### src/rtl/rsp_read_multi.sv
// CMD-line response receiver: short/long/R3 frames, NCR start-bit timeout, CRC7/index/end-bit checks.
// Define SDHCI_RSP_BUSY_EN to add the R1b DAT0 busy wait after the response.
module rsp_read_multi #(
  parameter int unsigned TimeoutCycles = 64,
  parameter int unsigned CntWidth      = 8,
  parameter bit          MaskOutput    = 1'b1
) (
  input  logic         clk_i,
  input  logic         rst_i,
  input  logic         clk_en_i,
  input  logic         cmd_i,
  input  logic         dat0_i,
  input  logic         start_i,
  input  logic         abort_i,
  input  logic [1:0]   rsp_type_i,
  input  logic [5:0]   cmd_idx_i,
  input  logic         rsp_busy_i,
  output logic         busy_o,
  output logic         receiving_o,
  output logic         done_o,
  output logic [119:0] rsp_o,
  output logic [5:0]   index_o,
  output logic         timeout_err_o,
  output logic         crc_err_o,
  output logic         end_bit_err_o,
  output logic         index_err_o,
  output logic         busy_done_o
);

  typedef enum logic [2:0] {
    IDLE,
    WAIT_START,
    SHIFT,
    CHECK
`ifdef SDHCI_RSP_BUSY_EN
    , BUSY_WAIT
`endif
  } state_t;

  state_t              state;
  logic [CntWidth-1:0] cnt;
  logic [126:0]        sr;
  logic [127:0]        sr_next;
  logic [6:0]          crc;
  logic [6:0]          crc_next;
  logic [1:0]          rtype;
  logic [5:0]          exp_idx;
  logic [119:0]        rsp_q;
  logic                rsp_valid;
  logic [5:0]          index_q;
  logic                timeout_err;
  logic                crc_err;
  logic                end_bit_err;
  logic                index_err;
  logic                done;
  logic                is_long;
  logic                last_bit;
  logic                crc_en;
  logic                fb;
`ifdef SDHCI_RSP_BUSY_EN
  logic                rbusy;
  logic                busy_done;
`endif

  // sr_next keeps b1 onward with the bit being sampled at [0], so the
  // CRC/end/index/payload fields land at fixed offsets for both frame lengths.
  always_comb begin
    is_long  = (rtype == 2'b10);
    sr_next  = {sr, cmd_i};
    last_bit = is_long ? (cnt == CntWidth'(135)) : (cnt == CntWidth'(47));
    crc_en   = is_long ? ((cnt >= CntWidth'(8)) && (cnt <= CntWidth'(127)))
                       : (cnt <= CntWidth'(39));
    fb       = crc[6] ^ cmd_i;
    crc_next = crc;
    if (crc_en) begin
      crc_next = {crc[5:3], crc[2] ^ fb, crc[1:0], fb};
    end
  end

  always_ff @(posedge clk_i) begin
    if (rst_i) begin
      state       <= IDLE;
      cnt         <= '0;
      sr          <= '0;
      crc         <= '0;
      rtype       <= '0;
      exp_idx     <= '0;
      rsp_q       <= '0;
      rsp_valid   <= 1'b0;
      index_q     <= '0;
      timeout_err <= 1'b0;
      crc_err     <= 1'b0;
      end_bit_err <= 1'b0;
      index_err   <= 1'b0;
      done        <= 1'b0;
`ifdef SDHCI_RSP_BUSY_EN
      rbusy       <= 1'b0;
      busy_done   <= 1'b0;
`endif
    end else begin
      done <= 1'b0;
`ifdef SDHCI_RSP_BUSY_EN
      busy_done <= 1'b0;
`endif
      if (abort_i && (state != IDLE)) begin
        state <= IDLE;
        cnt   <= '0;
      end else begin
        case (state)
          IDLE: begin
            if (start_i && (rsp_type_i != 2'b00)) begin
              state     <= WAIT_START;
              cnt       <= '0;
              rtype     <= rsp_type_i;
              exp_idx   <= cmd_idx_i;
              rsp_valid <= 1'b0;
`ifdef SDHCI_RSP_BUSY_EN
              rbusy     <= rsp_busy_i;
`endif
            end
          end
          WAIT_START: begin
            if (clk_en_i) begin
              if (!cmd_i) begin
                state <= SHIFT;
                cnt   <= CntWidth'(1);
                crc   <= '0;
              end else if (cnt == CntWidth'(TimeoutCycles - 1)) begin
                state       <= CHECK;
                done        <= 1'b1;
                timeout_err <= 1'b1;
                crc_err     <= 1'b0;
                end_bit_err <= 1'b0;
                index_err   <= 1'b0;
                rsp_q       <= '0;
                index_q     <= '0;
              end else begin
                cnt <= cnt + CntWidth'(1);
              end
            end
          end
          SHIFT: begin
            if (clk_en_i) begin
              sr  <= sr_next[126:0];
              crc <= crc_next;
              cnt <= cnt + CntWidth'(1);
              if (last_bit) begin
                state       <= CHECK;
                done        <= 1'b1;
                rsp_valid   <= 1'b1;
                timeout_err <= 1'b0;
                end_bit_err <= ~cmd_i;
                crc_err     <= (rtype != 2'b11) && (crc != sr_next[7:1]);
                index_err   <= (rtype == 2'b01) &&
                               ((sr_next[45:40] != exp_idx) || sr_next[46]);
                if (is_long) begin
                  rsp_q   <= sr_next[127:8];
                  index_q <= '0;
                end else begin
                  rsp_q   <= {88'd0, sr_next[39:8]};
                  index_q <= sr_next[45:40];
                end
              end
            end
          end
          CHECK: begin
            cnt <= '0;
`ifdef SDHCI_RSP_BUSY_EN
            state <= (rbusy && !timeout_err) ? BUSY_WAIT : IDLE;
`else
            state <= IDLE;
`endif
          end
`ifdef SDHCI_RSP_BUSY_EN
          BUSY_WAIT: begin
            if (clk_en_i && dat0_i) begin
              state     <= IDLE;
              busy_done <= 1'b1;
            end
          end
`endif
          default: state <= IDLE;
        endcase
      end
    end
  end

  assign busy_o        = (state != IDLE);
  assign receiving_o   = (state == SHIFT) || (state == CHECK);
  assign done_o        = done;
  assign rsp_o         = (MaskOutput && !rsp_valid) ? '0 : rsp_q;
  assign index_o       = index_q;
  assign timeout_err_o = timeout_err;
  assign crc_err_o     = crc_err;
  assign end_bit_err_o = end_bit_err;
  assign index_err_o   = index_err;

`ifdef SDHCI_RSP_BUSY_EN
  assign busy_done_o = busy_done;
`else
  logic unused_busy_inputs;
  assign unused_busy_inputs = dat0_i ^ rsp_busy_i;
  assign busy_done_o        = 1'b0;
`endif

endmodule

### config.mk
export PLATFORM = sky130hd
export DESIGN_NAME = rsp_read_multi
export DESIGN_NICKNAME = d
export VERILOG_FILES = /design/src/rtl/rsp_read_multi.sv
export SDC_FILE = /design/constraint.sdc
export NUM_CORES = 1
export LEC_CHECK = 0
export BUFFER_PORTS_ARGS = -buffer_cell sky130_fd_sc_hd__buf_4
export CORE_UTILIZATION = 55
export DETAILED_ROUTE_END_ITERATION = 16
export GPL_TIMING_DRIVEN = 0
export MAX_ROUTING_LAYER = met4
export PLACE_DENSITY_LB_ADDON = 0.3
export SETUP_SLACK_MARGIN = 0.05
export SYNTH_ARGS = -nofsm -noshare
export SYNTH_HDL_FRONTEND = slang
export SYNTH_SLANG_ARGS = --single-unit
### constraint.sdc
create_clock -name clk_i -period 6 [get_ports clk_i]
set_input_delay 0 -clock clk_i [delete_from_list [all_inputs] [get_ports clk_i]]
set_output_delay 0 -clock clk_i [all_outputs]
set_load 0.03 [all_outputs]
=== After elaboration in Yosys (flattened, before gate mapping) ===
Index checks and enable logic that the tools add are counted.

* Output and inout port bits: 134
* Bits in registers: 285
* Input port bits: 16
* Word-level logic and storage cells: 127

* Reductions and logical operators: 21
* $add $sub $neg: 1
* Equal/unequal tests: 21
* Bitwise operators: 4
* Order comparisons: 3
* Muxes and demuxes: 63

{| class="wikitable"
|+ Operators with widths
! cell !! number
|-
| 2-to-1 mux 120 bit || 7
|-
| one-hot mux 120 bit (2 select lines) || 1
|-
| 2-to-1 mux 8 bit || 5
|-
| 2-to-1 mux 6 bit || 6
|-
| one-hot mux 8 bit (4 select lines) || 1
|-
| 2-to-1 mux 7 bit || 4
|-
| 2-to-1 mux 1 bit || 24
|-
| 2-to-1 mux 3 bit || 6
|-
| != test 2 bit (second input constant) || 9
|-
| == test 8 x 6 -> 1 bit (second input constant) || 2
|-
| AND reduction 5 bit || 3
|-
| one-hot mux 7 bit (2 select lines) || 1
|-
| one-hot mux 1 bit (2 select lines) || 6
|-
| one-hot mux 6 bit (2 select lines) || 1
|-
| one-hot mux 3 bit (3 select lines) || 1
|-
| adder 8 x 1 -> 8 bit (second input constant) || 1
|-
| == test 8 bit (second input constant) || 1
|-
| >= comparator 8 x 4 -> 1 bit (second input constant) || 1
|-
| less-or-equal comparator 8 x 6 -> 1 bit (second input constant) || 1
|-
| less-or-equal comparator 8 x 7 -> 1 bit (second input constant) || 1
|-
| != test 7 bit || 1
|-
| AND reduction 7 bit || 1
|-
| == test 3 x 2 -> 1 bit (second input constant) || 2
|-
| != test 3 bit (second input constant) || 2
|-
| other kinds (15) || 25
|}

=== Logic depth before layout (Yosys ltp) ===
* Word-level depth: 6
* Mapped depth: 9
* Gate-level depth less buffers: 7

=== Worst setup path after synthesis ===
OpenSTA, ideal clock, no wires.

* Kind: register to register
* Start: register state[0]
* End: register sr[100]
* Required time: 5930 ps
* Data arrival time: 1861 ps
* Buffers on the path: 3
* Cell stages (with the launch flop): 10
* Path slack: 4068 ps
* Setup time: 70 ps
* Clock period less this slack: 1932 ps
* Path through: dfxtp_1 -> inv_1 -> ha_1 -> nand2b_1 -> nand3_1 -> clkbuf_1 -> buf_2 -> buf_1 -> nand2_1 -> a21oi_1

* Word-level cells in the longest chain between the ends: 4
* Elaborated cells on any way between the ends: 5
* Classes of those cells: eq/ne (1); bitwise (1); reduce/logical (3)

{| class="wikitable"
|+ RTL lines
! element !! RTL line !! source
|-
| start: declaration || 40 || <nowiki>state_t state;</nowiki>
|-
| start signal: assignment || 82 || <nowiki>state <= IDLE;</nowiki>
|-
| start signal: assignment || 106 || <nowiki>state <= IDLE;</nowiki>
|-
| start signal: assignment || 112 || <nowiki>state <= WAIT_START;</nowiki>
|-
| nonzero test 3 bit || 105 || <nowiki>if (abort_i && (state != IDLE)) begin</nowiki>
|-
| logical AND 1 bit || 105 ||
|-
| NOT 1 bit (no source line) || n/a ||
|-
| AND reduction 3 bit (no source line) (*) || n/a ||
|-
| end signal: assignment || 144 || <nowiki>sr <= sr_next[126:0];</nowiki>
|-
| end: declaration || 42 || <nowiki>logic [126:0] sr;</nowiki>
|}

Mark *: on every way between the ends. The rest lies on a longest branch, timed or not.
A chain may end at the register's enable or synchronous reset.

=== Worst setup path in the final report ===
* Start: register state[0]
* End: register rsp_q[113]

* Word-level cells in the longest chain between the ends: 4
* Elaborated cells on any way between the ends: 13
* Classes of those cells: eq/ne (7); mux (1); bitwise (1); reduce/logical (4)

{| class="wikitable"
|+ RTL lines
! element !! RTL line !! source
|-
| parallel branches: the longest is 4 deep, another holds AND reduction 7 bit || n/a ||
|-
| end signal: assignment || 157 || <nowiki>rsp_q <= sr_next[127:8];</nowiki>
|-
| end signal: assignment || 160 || <nowiki>rsp_q <= {88'd0, sr_next[39:8]};</nowiki>
|-
| end: declaration || 48 || <nowiki>logic [119:0] rsp_q;</nowiki>
|}

Several ways; the timed one is not identified.

==> impl_metrics.yaml <==
yosys:
  yosysTopAreaCell: "dfxtp_1"
  synthTopCellsByArea: "dfxtp_1, nand2_1, nand4_1"
  synthArstFlopShare: 0
  ys_ff_latch: 284
  syn-num-nets: 1495
  avgSynthCellArea_um2: 7.96
  yosysTopAreaCellShare: 0.486
  synth_edf_count: 0
  ys_types: 51
  ys_seq_area_frac: 0.486
  netlist_area_mm2: 0.0117
  ys_warn_count: 0
  yosys_most_used_dff: "dfxtp_1"
  netlist_instances: 1472
route:
  ant_nets: 0
  wl_met3_um: 2000
  vias: 10700
  detail_route.iter0.violations: 797
  vias_per_cell: 5.49
  route.met2.wl_um: 13300
  wl_met1_um: 13200
  wirelength_um: 29500
  drc: 0
  top_layer: "met4"
  routedWlPerCell_um: 15.1
  firstDrtPassIters: 5
setup_path:
  cp_max_fo: 10
  crit_chain: "inv_1 -> ha_1 -> buf_4 -> nand2_1 -> nor2_1 -> buf_2 -> buf_2 -> nand4_1 -> o21ai_1"
  crit_top_cell: "buf_2"
  cpMaxStageDelayCell: "nor2_1"
  r2r_end: "rsp_q[113]"
  worstSetupEndpointType: "register"
  rr_worst_depth: 9
  cp-start-kind: "register"
  cp.required_ns: 6.47
  crit_arrival_ns: 3.32
  crit_type: "register to register"
  cp-startpoint: "state[0]"
  crit_path_end: "rsp_q[113]"
  reg2reg_slack_ns: 3.16
  max_stage_delay_ns: 0.75
  rr_startpoint: "state[0]"
job:
  drv_cap: 0
clock_tree:
  clock_sinks: 284
  clk_pin_slew_ns: 0.06
  cts_tree: "done"
  cts-resized-gates: 0
  cts_max_level: 1
  cts_buffer_depth: 3
  numCtsBuffers: 28
  post_cts_buffers: 0
  clk_latency_ns: 0.55
  cts-root-buf: "clkbuf_16"
timing:
  setup_viol: 0
  tns_ns: 0
  finalCriticalPeriod_ns: 2.84
  slew-limit-headroom: 0.369
  tightestPinTransition_ns: 0.943
  period_share: 0.474
  final-max-slew-violation-count: 0
  max_freq_mhz: 352
  finClkSkew_ns: 0.0158
  rsz0062_at_grt: "false"
  final_hold_viol_count: 0
  final.setup.worst_slack_ns: 3.16
global_route:
  grt_pass1_vias: 9732
  gr-total-overflow: 0
  antenna_found_initial: 0
  grt_max_degree: 15
  grt_pass1_wl_um: 48000
  grtUsageTotal: 0.276
worst_hold_path:
  hold_class: "primary input to register"
place:
  hpwl_um: 20400
  place.gp.congestion: 0.924
  dp_cells: 1891
  portBuffers: 144
  preCtsSetupSlack_ns: 3.27
power:
  powerDensity_mw_per_mm2: 326
  ir_drop_v: 0.000250
  p_leak_nw: 5.27
  total_power_mw: 4.63
floorplan:
  rows: 53
  initial_core_util: 0.559
  die_w_um: 148
  fp.dieH_um: 148
  die_area_mm2: 0.0219
  fp.coreArea_mm2: 0.0210
  pin_count: 150
cells_and_area:
  fill_cells: 1750
  drive_above_1_share: 0.144
  nNetsFinal: 1682
  area_delta_synth_final_pct: 21.2
  fin_util: 0.677
  final_cells: 1954
  n_antenna_cell: 0
status:
  outcome: "finished, final reports clean"
==> worst max-delay path: cells and delay by family (launching register included) <==
family	cells	cell delay, ns
buffers and inverters	4	1.04
and+or+nand+nor	3	1.02
DFF	1	0.34
adders and majority gates	1	0.28
AOI/OAI and AO/OA	1	0.10
==> what timing repair did <==
action / 4_1_cts / 5_1_grt
hold buffers: 13 / 0
hold endpoints to repair: 13 / 0
setup endpoints to repair: 0 / 0
==> power by group <==
group / switching, mW / internal (mW)
Combinational: 0.683 / 0.257
Sequential: 0.0170 / 1.90
Clock: 0.715 / 1.05
==> worst min-delay path by stage <==
stage	from	to	slack, ns	depth (start not counted)
floorplan	clk_en_i	done_o	0.14	2
global placement	cmd_idx_i[2]	exp_idx[2]	0.29	3
detailed placement	cmd_idx_i[2]	exp_idx[2]	0.29	3
CTS	rst_i	cnt[6]	0.03	4
global route	rst_i	cnt[6]	0.09	4
finish	rst_i	cnt[6]	0.07	4
==> per-stage QoR <==
step | hold slack (ns) | instance area (µm²)
floorplan | 0.139 | 11700
global placement | 0.286 | 13100
detailed placement | 0.289 | 13100
CTS | 0.0320 | 14200
global route | 0.0861 | 14200
finish | 0.0736 | 14200
==> cell usage after synthesis (8+ instances only) <==
library cell  instances
nand4_1             132
dfxtp_1             284
inv_1                 8
and2_1              121
clkbuf_1             81
nand3_1              15
o21ai_0              23
buf_6                11
nor2_1               15
xor2_1                8
a22o_1                8
nand2_1             402
a21oi_1             144
o21ai_1             110
buf_2                33
==> cell type report <==
cell class                      count  area [µm²]  area share
Clock buffer                       43         807      0.0569
Buffer                            133         639      0.0450
Timing Repair Buffer              157        1210      0.0853
Multi-Input combinational cell   1046        5350       0.377
Inverter                            9        33.8     0.00238
Clock inverter                      7         121     0.00855
Tap cell                          275         344      0.0242
Sequential cell                   284        5690       0.401
==> logic make-up after synthesis <==
kind of cell	count (synthesis)	share of synthesized area
AO/OA/AOI/OAI	310	0.143
AND/OR/NAND/NOR	709	0.291
flip-flops	284	0.486
multiplexers	4	0.00342
buffers and inverters	142	0.0575
other	1	0.000320
XOR/XNOR	15	0.0112
adder cells (fa/ha/maj)	7	0.00748
==> flip-flops by register name, summed over array words and instances, names as in the netlist <==
| register | flops |
|---|---|
| rsp_valid | 1 |
| crc_err_o | 1 |
| done_o | 1 |
| rtype | 2 |
| exp_idx | 6 |
| state | 2 |
| sr | 127 |
| rsp_q | 120 |
| crc | 7 |
| index_err_o | 1 |
| cnt | 8 |
| index_o | 6 |
| timeout_err_o | 1 |
| end_bit_err_o | 1 |
==> layer usage <==
metal  vias up  global-route usage
met5         -                   -
met4         0               0.101
met3        64              0.0389
met2       358               0.427
met1      4926               0.368
li1       5374                   -
==> layout by cell type (no fill, tap or decap), types with 8 or more instances in the layout <==
cell type / count
and2_1: 121
a21oi_1: 144
nand2_1: 402
buf_6: 11
dlygate4sd3_1: 13
buf_4: 148
o21ai_0: 23
o21ai_1: 110
clkbuf_16: 28
nand4_1: 132
a22o_1: 8
dfxtp_1: 284
buf_2: 33
inv_1: 8
clkbuf_1: 91
nand3_1: 15
nor2_1: 15
xor2_1: 8
Note: power is estimated with default switching activity, not from simulation.
